## src/rtl/turn_controller.sv

```systemverilog
// Connect Four turn sequencer: validates moves against column fill levels,
// strobes the board once per accepted move, then settles and resolves win/draw/turn.
module turn_controller #(
  parameter int NUM_COLS      = 8,
  parameter int MAX_ROWS      = 6,
  parameter int SETTLE_CYCLES = 2
) (
  input  logic                     clk,
  input  logic                     reset,
  input  logic                     move_req,
  input  logic [3:0]               move_col,
  input  logic [NUM_COLS-1:0][2:0] counters,
  input  logic                     win_detected,
  output logic [3:0]               board_column,
  output logic                     player,
  output logic                     busy,
  output logic                     move_rejected,
  output logic                     game_over,
  output logic                     winner,
  output logic                     draw,
  output logic [5:0]               move_count
);

  localparam logic [2:0] WAIT_MOVE = 3'd0;
  localparam logic [2:0] ISSUE     = 3'd1;
  localparam logic [2:0] SETTLE    = 3'd2;
  localparam logic [2:0] CHECK     = 3'd3;
  localparam logic [2:0] GAME_OVER = 3'd4;

  localparam logic [3:0] COLS_W      = 4'(NUM_COLS);
  localparam logic [2:0] ROWS_W      = 3'(MAX_ROWS);
  localparam logic [3:0] SETTLE_W    = 4'(SETTLE_CYCLES);
  localparam logic [5:0] TOTAL_MOVES = 6'(NUM_COLS * MAX_ROWS);

  logic [2:0] state_q, state_d;
  logic [3:0] col_q, col_d;
  logic [3:0] settle_q, settle_d;
  logic [3:0] board_column_q, board_column_d;
  logic       player_q, player_d;
  logic       busy_q, busy_d;
  logic       rejected_q, rejected_d;
  logic       game_over_q, game_over_d;
  logic       winner_q, winner_d;
  logic       draw_q, draw_d;
  logic [5:0] count_q, count_d;

  logic [2:0] sel_count;
  logic       col_in_range;
  logic       legal;

  // Column select by explicit match so an out-of-range request never indexes counters.
  always_comb begin
    sel_count = '0;
    for (int i = 0; i < NUM_COLS; i++) begin
      if (move_col == 4'(i + 1)) sel_count = counters[i];
    end
    col_in_range = (move_col != 4'd0) && (move_col <= COLS_W);
    legal        = col_in_range && (sel_count < ROWS_W);
  end

  always_comb begin
    state_d        = state_q;
    col_d          = col_q;
    settle_d       = settle_q;
    board_column_d = '0;
    player_d       = player_q;
    rejected_d     = 1'b0;
    game_over_d    = game_over_q;
    winner_d       = winner_q;
    draw_d         = draw_q;
    count_d        = count_q;

    case (state_q)
      WAIT_MOVE: begin
        if (move_req) begin
          if (legal) begin
            col_d          = move_col;
            board_column_d = move_col;
            state_d        = ISSUE;
          end else begin
            rejected_d = 1'b1;
          end
        end
      end
      ISSUE: begin
        state_d  = SETTLE;
        settle_d = SETTLE_W;
        if (count_q != TOTAL_MOVES) count_d = count_q + 6'd1;
      end
      SETTLE: begin
        if (settle_q <= 4'd1) begin
          state_d = CHECK;
        end else begin
          settle_d = settle_q - 4'd1;
        end
      end
      CHECK: begin
        if (win_detected) begin
          game_over_d = 1'b1;
          winner_d    = player_q;
          state_d     = GAME_OVER;
        end else if (count_q == TOTAL_MOVES) begin
          game_over_d = 1'b1;
          draw_d      = 1'b1;
          state_d     = GAME_OVER;
        end else begin
          player_d = ~player_q;
          state_d  = WAIT_MOVE;
        end
      end
      GAME_OVER: begin
        state_d = GAME_OVER;
      end
      default: begin
        state_d = WAIT_MOVE;
      end
    endcase

    // Requests arriving outside WAIT_MOVE are dropped, never queued.
    if (move_req && (state_q != WAIT_MOVE)) rejected_d = 1'b1;

    busy_d = (state_d != WAIT_MOVE);
  end

  always_ff @(posedge clk or posedge reset) begin
    if (reset) begin
      state_q        <= WAIT_MOVE;
      col_q          <= '0;
      settle_q       <= '0;
      board_column_q <= '0;
      player_q       <= 1'b0;
      busy_q         <= 1'b0;
      rejected_q     <= 1'b0;
      game_over_q    <= 1'b0;
      winner_q       <= 1'b0;
      draw_q         <= 1'b0;
      count_q        <= '0;
    end else begin
      state_q        <= state_d;
      col_q          <= col_d;
      settle_q       <= settle_d;
      board_column_q <= board_column_d;
      player_q       <= player_d;
      busy_q         <= busy_d;
      rejected_q     <= rejected_d;
      game_over_q    <= game_over_d;
      winner_q       <= winner_d;
      draw_q         <= draw_d;
      count_q        <= count_d;
    end
  end

  assign board_column  = board_column_q;
  assign player        = player_q;
  assign busy          = busy_q;
  assign move_rejected = rejected_q;
  assign game_over     = game_over_q;
  assign winner        = winner_q;
  assign draw          = draw_q;
  assign move_count    = count_q;

endmodule

```

## config.mk

```make
export PLATFORM = sky130hd
export DESIGN_NAME = turn_controller
export DESIGN_NICKNAME = d
export VERILOG_FILES = /design/src/rtl/turn_controller.sv
export SDC_FILE = /design/constraint.sdc
export NUM_CORES = 1
export LEC_CHECK = 0
export CORE_MARGIN = 10
export CORE_UTILIZATION = 39
export CTS_BUF_LIST = sky130_fd_sc_hd__clkbuf_2
export DETAILED_ROUTE_END_ITERATION = 6
export GPL_ROUTABILITY_DRIVEN = 0
export HOLD_SLACK_MARGIN = 0.1
export PLACE_DENSITY = 0.74
export SYNTH_ARGS = -nofsm -noshare
export SYNTH_HDL_FRONTEND = slang
export SYNTH_SLANG_ARGS = --single-unit
```

## constraint.sdc

```tcl
create_clock -name clk -period 1.5 [get_ports clk]
set_input_delay 0.45 -clock clk [delete_from_list [all_inputs] [get_ports clk]]
set_output_delay 0.45 -clock clk [all_outputs]
set_load 0.02 [all_outputs]
```

==> results_dict.tcl <==
set metrics [dict create \
    stdcell_count 219 \
    yosysMostFrequentCell "dfrtp_1" \
    cp-end-kind "register" \
    cts-htree-levels 1 \
    cts_inserted_buffers 3 \
    crit_cells 7 \
    path_delay_family "simple AND/OR/NAND/NOR gates" \
    skew_ps 9.644 \
    final_antenna_net_count 0 \
    clockBufferDepth 2 \
    synthTopCellsByCount "dfrtp_1 (23), nor2_1 (12), inv_1 (10), nand2_1 (9)" \
    root_buffer "clkbuf_2" \
    worstPathMaxFanout 2 \
    slowest_delay_ps 400 \
    seq_area_frac_synth_pct 49.73 \
    maxCapViolCount 0 \
    syn2layout_area_growth_pct 70.59 \
    syn_area_um2 1157 \
    core_area_um2 2805 \
    ys_warn_count 0 \
    synth_top_area_cell "dfrtp_1" \
    pre_cts_slack_ps -722.9 \
    drc 0 \
    power.total_mw 3.051 \
    die_x_um 74.48 \
    slowest_stage "dfrtp_2" \
    ys_async_sr_fraction_pct 100.0 \
    slew_headroom_pct 73.50 \
    cp-start-kind "register" \
    min_period_over_period_pct 107.2 \
    ys_top_cells_by_area "dfrtp_1 (50%), ha_1 (4.3%), nor2_1 (3.9%)" \
    cp.required_ps 1770 \
    layout_setup_ws_ps -107.8 \
    path_class "reg2reg" \
    tightest_slew_ps 397.4 \
    vias_per_cell 5.224 \
    hold_viol 0 \
    nets 225 \
    drt-total-wl_um 3652 \
    die-height_um 74.48 \
    grtUsageTotal_pct 13.61 \
    finalCriticalPeriod_ps 1608 \
    cts_tree "built" \
    grt_setup_unrepaired "yes" \
    antenna_cells 0 \
    gr-total-overflow 0 \
    setup_viol 5 \
    synth_cells 109 \
    antenna_found_initial 0 \
    synth_seq_cells 23 \
    start_util_pct 41.26 \
    dpl.cell_count 200 \
    syn_area_per_cell_um2 10.62 \
    synth_fp_nets 145 \
    crit_chain "inv_1 > ha_4 > nand4b_1 > nor2_2 > o21a_1 > a21o_1 > or3b_1" \
    cp_num_buf_inv 1 \
    violations "setup timing" \
    io_pins 48 \
    status "finished with violations" \
    drt-pass1-iter-count 4 \
    synth_edf_count 0 \
    io_buffers 39 \
    grt_pass1_wl_um 5823 \
    vdd.ir_drop.worst_v 0.001294 \
    slew_viol_final 0 \
    post_drt_wl_per_cell_um 16.68 \
    cts.sinks 23 \
    fmax_mhz 622.0 \
    dp.final_hpwl_um 2454 \
    grt_pass1_vias 1226 \
    synth_top_cell_area_share_pct 49.73 \
    drt_iter0_drc 65 \
    power_leakage_nw 0.9871 \
    r2r_cells 7 \
    ctsHoldBuffers 0 \
    num_rows 19 \
    drive_gt1_share_pct 48.40 \
    die-area_um2 5547 \
    clkLatencyLatePin_ps 350 \
    holdWs_ps 397.2 \
    worst_ep_arrival_time_ps 1880 \
    setup_tns_ps -250.1 \
    hold_class "in2async" \
    clk_pin_slew_ps 220 \
    power_density_nw_per_um2 1545 \
    ys.flop_type "dfrtp_1" \
    grt_max_degree 24 \
    via_count 1144 \
    synth.distinct_cells 33 \
]
worst min-delay path, cell delays in order:
cell and delay [ps]:
clkdlybuf4s50_1 400, inv_1 50, buf_4 280
sequential cells by signal (all words and copies together), names as in the netlist:
register and cells:
draw 1, game_over 1, move_rejected 1, state_q 3, board_column 4, settle_q 4, player 1, busy 1
move_count 6, winner 1
final cells by class:
type                            instances  area, um^2
Clock buffer                            3       15.01
Inverter                               10       37.54
Timing Repair Buffer                   75       603.1
Tap cell                               31       38.79
Sequential cell                        23       581.8
Multi-Input combinational cell         76       693.2
Clock inverter                          1       5.005
Fill cell                             208       830.8
placed cells by master (no fill, tap or decap), types with 2 or more instances in the layout:
| cell type | n |
|---|---|
| nand4_1 | 3 |
| ha_4 | 2 |
| xnor2_1 | 4 |
| o21ai_1 | 2 |
| nand4b_1 | 5 |
| buf_2 | 13 |
| xor2_1 | 2 |
| nand3_2 | 2 |
| dlygate4sd2_1 | 7 |
| o211ai_1 | 2 |
| nor2_1 | 10 |
| buf_4 | 33 |
| dfrtp_1 | 18 |
| nand2_1 | 9 |
| a211oi_2 | 2 |
| nor3_4 | 2 |
| clkdlybuf4s15_2 | 2 |
| inv_1 | 7 |
| clkbuf_2 | 5 |
| a21o_1 | 2 |
| nor3b_4 | 2 |
| dfrtp_2 | 5 |
| or2_1 | 2 |
| buf_6 | 5 |
| dlymetal6s2s_1 | 4 |
| clkdlybuf4s50_1 | 9 |
| inv_2 | 3 |
| nor3_2 | 2 |
report_power, final:
group,total [mW],switching [mW],internal (mW)
Clock,0.254,0.194,0.0603
Sequential,1.01,0.177,0.837
Combinational,1.78,0.860,0.922
stage by stage:
step                cell area [um^2]  utilization [%]
floorplan                       1177                -
global placement                1764            62.89
detailed placement              1764            62.89
CTS                             1962            69.94
global route                    1974            70.38
finish                          1974            70.38
logic make-up after synthesis:
family	count (synthesis)	synth area share, %
simple gates	46	24.11
flops	23	49.73
compound gates	17	11.35
buf+inv	10	3.244
xor+xnor	7	5.297
fa+ha+maj	4	4.324
mux	2	1.946
path summary, 6_finish.rpt:
path	start	end	slack [ps]
worst min register to register	game_over$_DFFE_PP0P_	game_over$_DFFE_PP0P_	490
min in group clk	move_col[0]	board_column[0]$_DFF_PP0_	430
worst max-delay path	move_count[1]$_DFFE_PP0P_	busy$_DFF_PP0_	-110
worst max register to register	move_count[1]$_DFFE_PP0P_	busy$_DFF_PP0_	-110
max in group asynchronous	reset	settle_q[0]$_DFFE_PP0P_	850
worst min-delay path	reset	settle_q[2]$_DFFE_PP0P_	400
routing by layer:
metal / part of all wire [%] / track usage (%)
met5: 0 / 0
met2: 56 / 26.80
met3: 3.5 / 3.324
met1: 37 / 13.43
met4: 3.0 / 4.622
timing repair:
action	4_1_cts	5_1_grt
pin swaps	16	11
setup endpoints to repair	26	29
gates resized for setup	88	32
buffers inserted	14	3
Power figures use the tool's default switching activity.
==> patch 1 (config.mk and constraints unchanged) <==
Remove the register `rejected_q`: a continuous assignment takes its place, so the output `move_rejected` follows one clock earlier.
--- a/src/rtl/turn_controller.sv
+++ b/src/rtl/turn_controller.sv
@@ -130,7 +130,6 @@
       board_column_q <= '0;
       player_q       <= 1'b0;
       busy_q         <= 1'b0;
-      rejected_q     <= 1'b0;
       game_over_q    <= 1'b0;
       winner_q       <= 1'b0;
       draw_q         <= 1'b0;
@@ -142,13 +141,14 @@
       board_column_q <= board_column_d;
       player_q       <= player_d;
       busy_q         <= busy_d;
-      rejected_q     <= rejected_d;
       game_over_q    <= game_over_d;
       winner_q       <= winner_d;
       draw_q         <= draw_d;
       count_q        <= count_d;
     end
   end
+
+  assign rejected_q = rejected_d;
 
   assign board_column  = board_column_q;
   assign player        = player_q;
Function: changed (Yosys sat finds a counterexample within 4 cycles, from zero or initial values and one cycle with reset high).
==> patch 1 against the unedited design <==
  * The flow still finishes with violations (negative setup slack)
  * Synthesized area is 2.2% lower
  * Core utilization up 4.3 points
  * Design area increased by 4.3%
  * Cell count rose by 3.2%
  * Total power up 5.2%
  * Maximum frequency down 17%
  * Worst setup slack got worse by 0.33 ns
  * Combinational power rose by 12%
  * Sequential cell count is 1 lower
  * Clock skew barely moved
  * Routed wire length shrank 7.4%
==> patch 1: results (changes against the unedited design) <==
- Total nets after synthesis: 144 (-0.69%)
- Compound-Gate Fraction of Synth Area: 11.6% (+0.25 points)
- Met3 Usage GRT: 3.10% (-0.23 points)
- Worst Reg-to-Reg Cells: 7 (unchanged)
- Worst path setup slack after routing: -0.439 ns (-0.332 ns)
- Violated checks: negative setup slack
- Post-Synthesis Mean Instance Area: 10.5 sq um (-1.3%)
- Wirelength, routed: 3380 microns (-7.4%)
- Status: finished, violations left
- R2r startpoint: move_count[0]$_DFFE_PP0P_
- Pin count of the biggest net entering global routing: 23 (-4.2%)
- Layout cells sized above 1: 53.8% (+5.4 points)
- CTS-repair resized insts: 120 (+36%)
- Clock Pin Slew Worst Setup and Hold Paths: 0.19 ns (-0.03 ns)
- Global-route total usage across every layer: 13.1% (-0.51 points)
- Data arrival time of the critical path: 1.49 ns (-0.39 ns)
- Static Leakage: 0.998 nW (+1.1%)
- Relative slew slack: 78.5% (+5.0 points)
- Post-place setup slack: -1.45 ns (-0.725 ns)
- Top cell types by occurrence after synthesis: dfrtp_1, nor2_1, inv_1
- Clock Skews: 0.00923 ns (-0.000410 ns)
- Global-route met1 utilization: 13.7% (+0.24 points)
- Violation count after the first detailed-route iteration: 92 (+42%)
- Main combinational cell family by area after synthesis: simple AND/OR/NAND/NOR gates
- Final HPWL DP: 2500 microns (+2.1%)
- # Post-CTS Setup Buffers: 6 (-8)
- Dpl cells: 209 (+4.5%)
- Worst hold slack: 0.428 ns (+0.0305 ns)
- Critical Path Start: move_col[1]
- Post-synthesis mux area share: 1.99% (+0.043 points)
- Number of nets in the finished design: 232 (+3.1%)
- Cell types with the largest area share after synthesis: dfrtp_1, ha_1, nor2_1
- Adder-Cell Fraction of Synth Area: 4.42% (+0.096 points)
- Final setup vio count: 2 (-3)
- Area share of xor/xnor cells in the synthesized design: 5.41% (+0.12 points)
- Global-route wire length before repair: 5720 microns (-1.8%)
- Clk Latency, worst-skew pair: 0.32 ns (-0.03 ns)
- Routed WL per cell: 15.0 microns (-10%)
- GR met2 Demand/Resource: 25.2% (-1.6 points)
patch 1: logic make-up (layout without fill, tap and decap cells):
family / after synthesis / after routing
AO/OA/AOI/OAI: 17 / 17
XOR/XNOR: 7 / 7
adder cells (fa/ha/maj): 4 / 4
buffers and inverters: 10 / 97
flip-flops: 22 / 22
multiplexers: 2 / 2
AND/OR/NAND/NOR: 46 / 46
patch 1: metal layers:
layer  up-vias  wire length (microns)
li1        562                      -
met1       560                   1240
met2        18                   1970
met3         6                    130
met4         0                     45
met5         -                      0
patch 1: worst max path at each step:
stage,to,slack [ns],depth (start not counted)
2_1_floorplan,move_rejected,-0.30,4
3_3_place_gp,move_rejected,-1.40,6
3_5_place_dp,move_rejected,-1.45,6
4_1_cts,move_rejected,-0.52,6
5_1_grt,move_rejected,-0.52,6
6_report,move_rejected,-0.44,6
patch 1: power by group:
group	switching, mW	leakage, nW	internal [mW]
combinational	0.926	0.704	1.07
clock	0.167	0.0166	0.0706
sequential	0.177	0.277	0.804
total	1.27	0.998	1.94
patch 1: critical path, stage by stage:
cell and delay [ns]:
buf_8 0.11, nand3b_4 0.15, a2111oi_4 0.30, o211ai_1 0.16, a31oi_2 0.16, buf_4 0.16
patch 1: cell type report:
type                            count  area (sq um)
Clock buffer                        4          20.0
Fill cell                         194           698
Inverter                           10          40.0
Multi-Input combinational cell     76           722
Sequential cell                    22           556
Tap cell                           31          38.8
Timing Repair Buffer               83           683
patch 1: metrics by stage:
step / area, sq um / TNS, ns
floorplan: 1150 / -0.479
global placement: 1820 / -5.87
detailed placement: 1820 / -6.17
CTS: 1970 / -0.623
global route: 2060 / -0.827
finish: 2060 / -0.537
==> patch 2 (config.mk and constraints unchanged) <==
Made on the original files. `NUM_COLS`: 8 -> 12.
--- a/src/rtl/turn_controller.sv
+++ b/src/rtl/turn_controller.sv
@@ -1,7 +1,7 @@
 // Connect Four turn sequencer: validates moves against column fill levels,
 // strobes the board once per accepted move, then settles and resolves win/draw/turn.
 module turn_controller #(
-  parameter int NUM_COLS      = 8,
+  parameter int NUM_COLS      = 12,
   parameter int MAX_ROWS      = 6,
   parameter int SETTLE_CYCLES = 2
 ) (
Interface: changed (resized counters); port bits go from 48 to 60. No check against the original RTL was run, so the function may have changed too.
==> patch 2 against the unedited design <==
  * The run still ends with negative setup slack left
  * Sequential cell count stayed put
  * Die area is 12% higher
  * Non-clock buffer count is 13 higher
  * Via count is 20% higher
  * Synthesized cell count is 27% higher
  * Worst setup slack worse by 0.073 ns
  * Sequential share of layout area is 3.9 points lower
  * Total power is 10% higher
  * Global-route usage is 0.60 points lower
  * Synthesized area is 17% higher
  * Routed wire length is 13% higher
  * Design area is 15% higher
==> patch 2: results (changes against the unedited design) <==
- Status: finished, violations left
- Violated checks: negative setup slack
- Count of flip-flops with a built-in enable after synthesis: 0 (unchanged)
- Number of vias after detailed routing: 1,378 (+20%)
- Sum of negative setup slack: -0.920 ns (-0.670 ns)
- Layout cells sized above 1: 44.6% (-3.8 points)
- Number of flip-flops in the largest register: 6 (unchanged)
- Max FO, Critical Path: 5 (+3)
- Max Buffers Root-to-Sink: 2 (unchanged)
- Cell types with the largest area share after synthesis: dfrtp_1, xnor2_1, ha_1
- Layout filler cell count: 258 (+24%)
- CTS Root Buffer Type: clkbuf_2
- Worst path setup slack after routing: -0.180 ns (-0.0727 ns)
- Via count of the first global-routing pass: 1,476 (+20%)
- Antenna Diode Count: 0 (unchanged)
- Clk Latency, worst-skew pair: 0.32 ns (-0.03 ns)
- Warnings from Yosys: 0 (unchanged)
- Global-route total usage across every layer: 13.0% (-0.60 points)
- Violation count after the first detailed-route iteration: 69 (+6.2%)
- Worst supply voltage drop on vdd: 1120 uV (-14%)
- Global-route wire length before repair: 6820 microns (+17%)
- Routed length on met2: 2140 microns (+4.6%)
- Final HPWL DP: 3190 microns (+30%)
- Wirelength, routed: 4120 microns (+13%)
- Most common cell in the netlist: dfrtp_1
- Routed met1 length: 1730 microns (+27%)
- Top cell types by occurrence after synthesis: dfrtp_1, nor2_1, inv_1
- Placement-stage cell area: 2120 sq um (+20%)
- Number of nets in the finished design: 273 (+21%)
- Number of H-tree branching levels: 1 (unchanged)
- Req. time, crit path: 1.73 ns (-0.04 ns)
- First-pass DRT Iterations: 4 (unchanged)
- Pin count of the biggest net entering global routing: 24 (unchanged)
- Total nets after synthesis: 186 (+28%)
- Classification of the worst-slack hold path: input pin to async pin
- Number of unique standard cell types used by synthesis: 47 (+42%)
- Clock Skews: 0.0117 ns (+0.00210 ns)
- Sequential share of the synthesized area: 42.6% (-7.2 points)
- Detailed route wirelength on metal3: 216 microns (+71%)
- Antenna violations before repair: 0 (unchanged)
- Share of synthesized flip-flops with an asynchronous set or reset: 100% (unchanged)
- Transition time at the pin with the least slew margin: 0.401 ns (+0.00340 ns)
- Clock buffer count from CTS: 3 (unchanged)
- Number of port buffers: 47 (+21%)
- Clock Pin Slew Worst Setup and Hold Paths: 0.22 ns (about the same)
- Highest layer used for signal routing: met4
- Final setup vio count: 12 (+7)
- Static Leakage: 1.06 nW (+7.4%)
==> patch 2: cell count changes in the layout (fill, tap and decap cells not counted), moves of 4 or more <==
cell,before,now
a21oi_2,0,4
buf_4,33,38
buf_2,13,8
nand4b_1,5,1
clkbuf_2,5,11
clkdlybuf4s50_1,9,20
==> patch 2: final timing paths <==
check	start	slack, ns	endpoint	depth (start not counted)
min in group clk	draw$_DFFE_PP0P_	0.50	draw$_DFFE_PP0P_	1
max reg2reg	move_count[0]$_DFFE_PP0P_	-0.18	move_count[4]$_DFFE_PP0P_	6
max	move_count[0]$_DFFE_PP0P_	-0.18	move_count[4]$_DFFE_PP0P_	6
min	reset	0.43	move_count[3]$_DFFE_PP0P_	3
max in group asynchronous	reset	0.83	board_column[0]$_DFF_PP0_	3
min reg2reg	draw$_DFFE_PP0P_	0.50	draw$_DFFE_PP0P_	1
==> patch 2: power breakdown <==
part | internal, mW | switching, mW | total, mW
Combinational | 1.09 | 1.05 | 2.14
Sequential | 0.836 | 0.131 | 0.967
Clock | 0.0706 | 0.179 | 0.250
==> patch 2: repair_timing <==
action	in CTS	in global routing
pin swaps	11	9
resized for setup	68	36
setup endpoints to repair	33	34
setup buffers	9	3
gates cloned	1	0
==> patch 2: logic make-up after synthesis <==
family                     synth area share [%]
adders and majority gates                  3.70
buffers and inverters                      5.18
and+or+nand+nor                            23.2
muxes                                      1.57
xor gates and xnor gates                   5.18
DFF                                        42.6
AOI/OAI and AO/OA                          18.6
==> patch 2: metrics by stage <==
step / utilization, % / instances / hold slack, ns / setup WS, ns
6_report: 67.8 / 270 / 0.432 / -0.180
4_1_cts: 67.0 / 268 / 0.431 / -0.175
5_1_grt: 67.8 / 270 / 0.449 / -0.233
3_5_place_dp: 63.4 / 255 / 0.455 / -0.670
3_3_place_gp: 63.4 / 255 / 0.452 / -0.629
2_1_floorplan: - / 138 / 0.452 / -0.197
==> patch 2: per-layer routing <==
layer	vias up	track usage [%]
li1	673	-
met1	667	14.7
met2	34	24.0
met3	4	3.94
met4	0	1.79
met5	-	0
==> patch 2: worst max-delay path, cell delays in order (launching register included) <==
cell and delay [ns]:
dfrtp_2 0.42, inv_2 0.05, ha_4 0.14, and4bb_1 0.22
a2111oi_4 0.42, nand4_1 0.17, xnor2_1 0.16
==> patch 2: area by class of cell <==
cell class	count	share of cell area, %
flip-flops and latches	23	25.6
inverters	9	1.49
clock buffers	4	0.885
multi-input cells	100	37.8
well taps	46	2.54
repair buffers	88	31.7
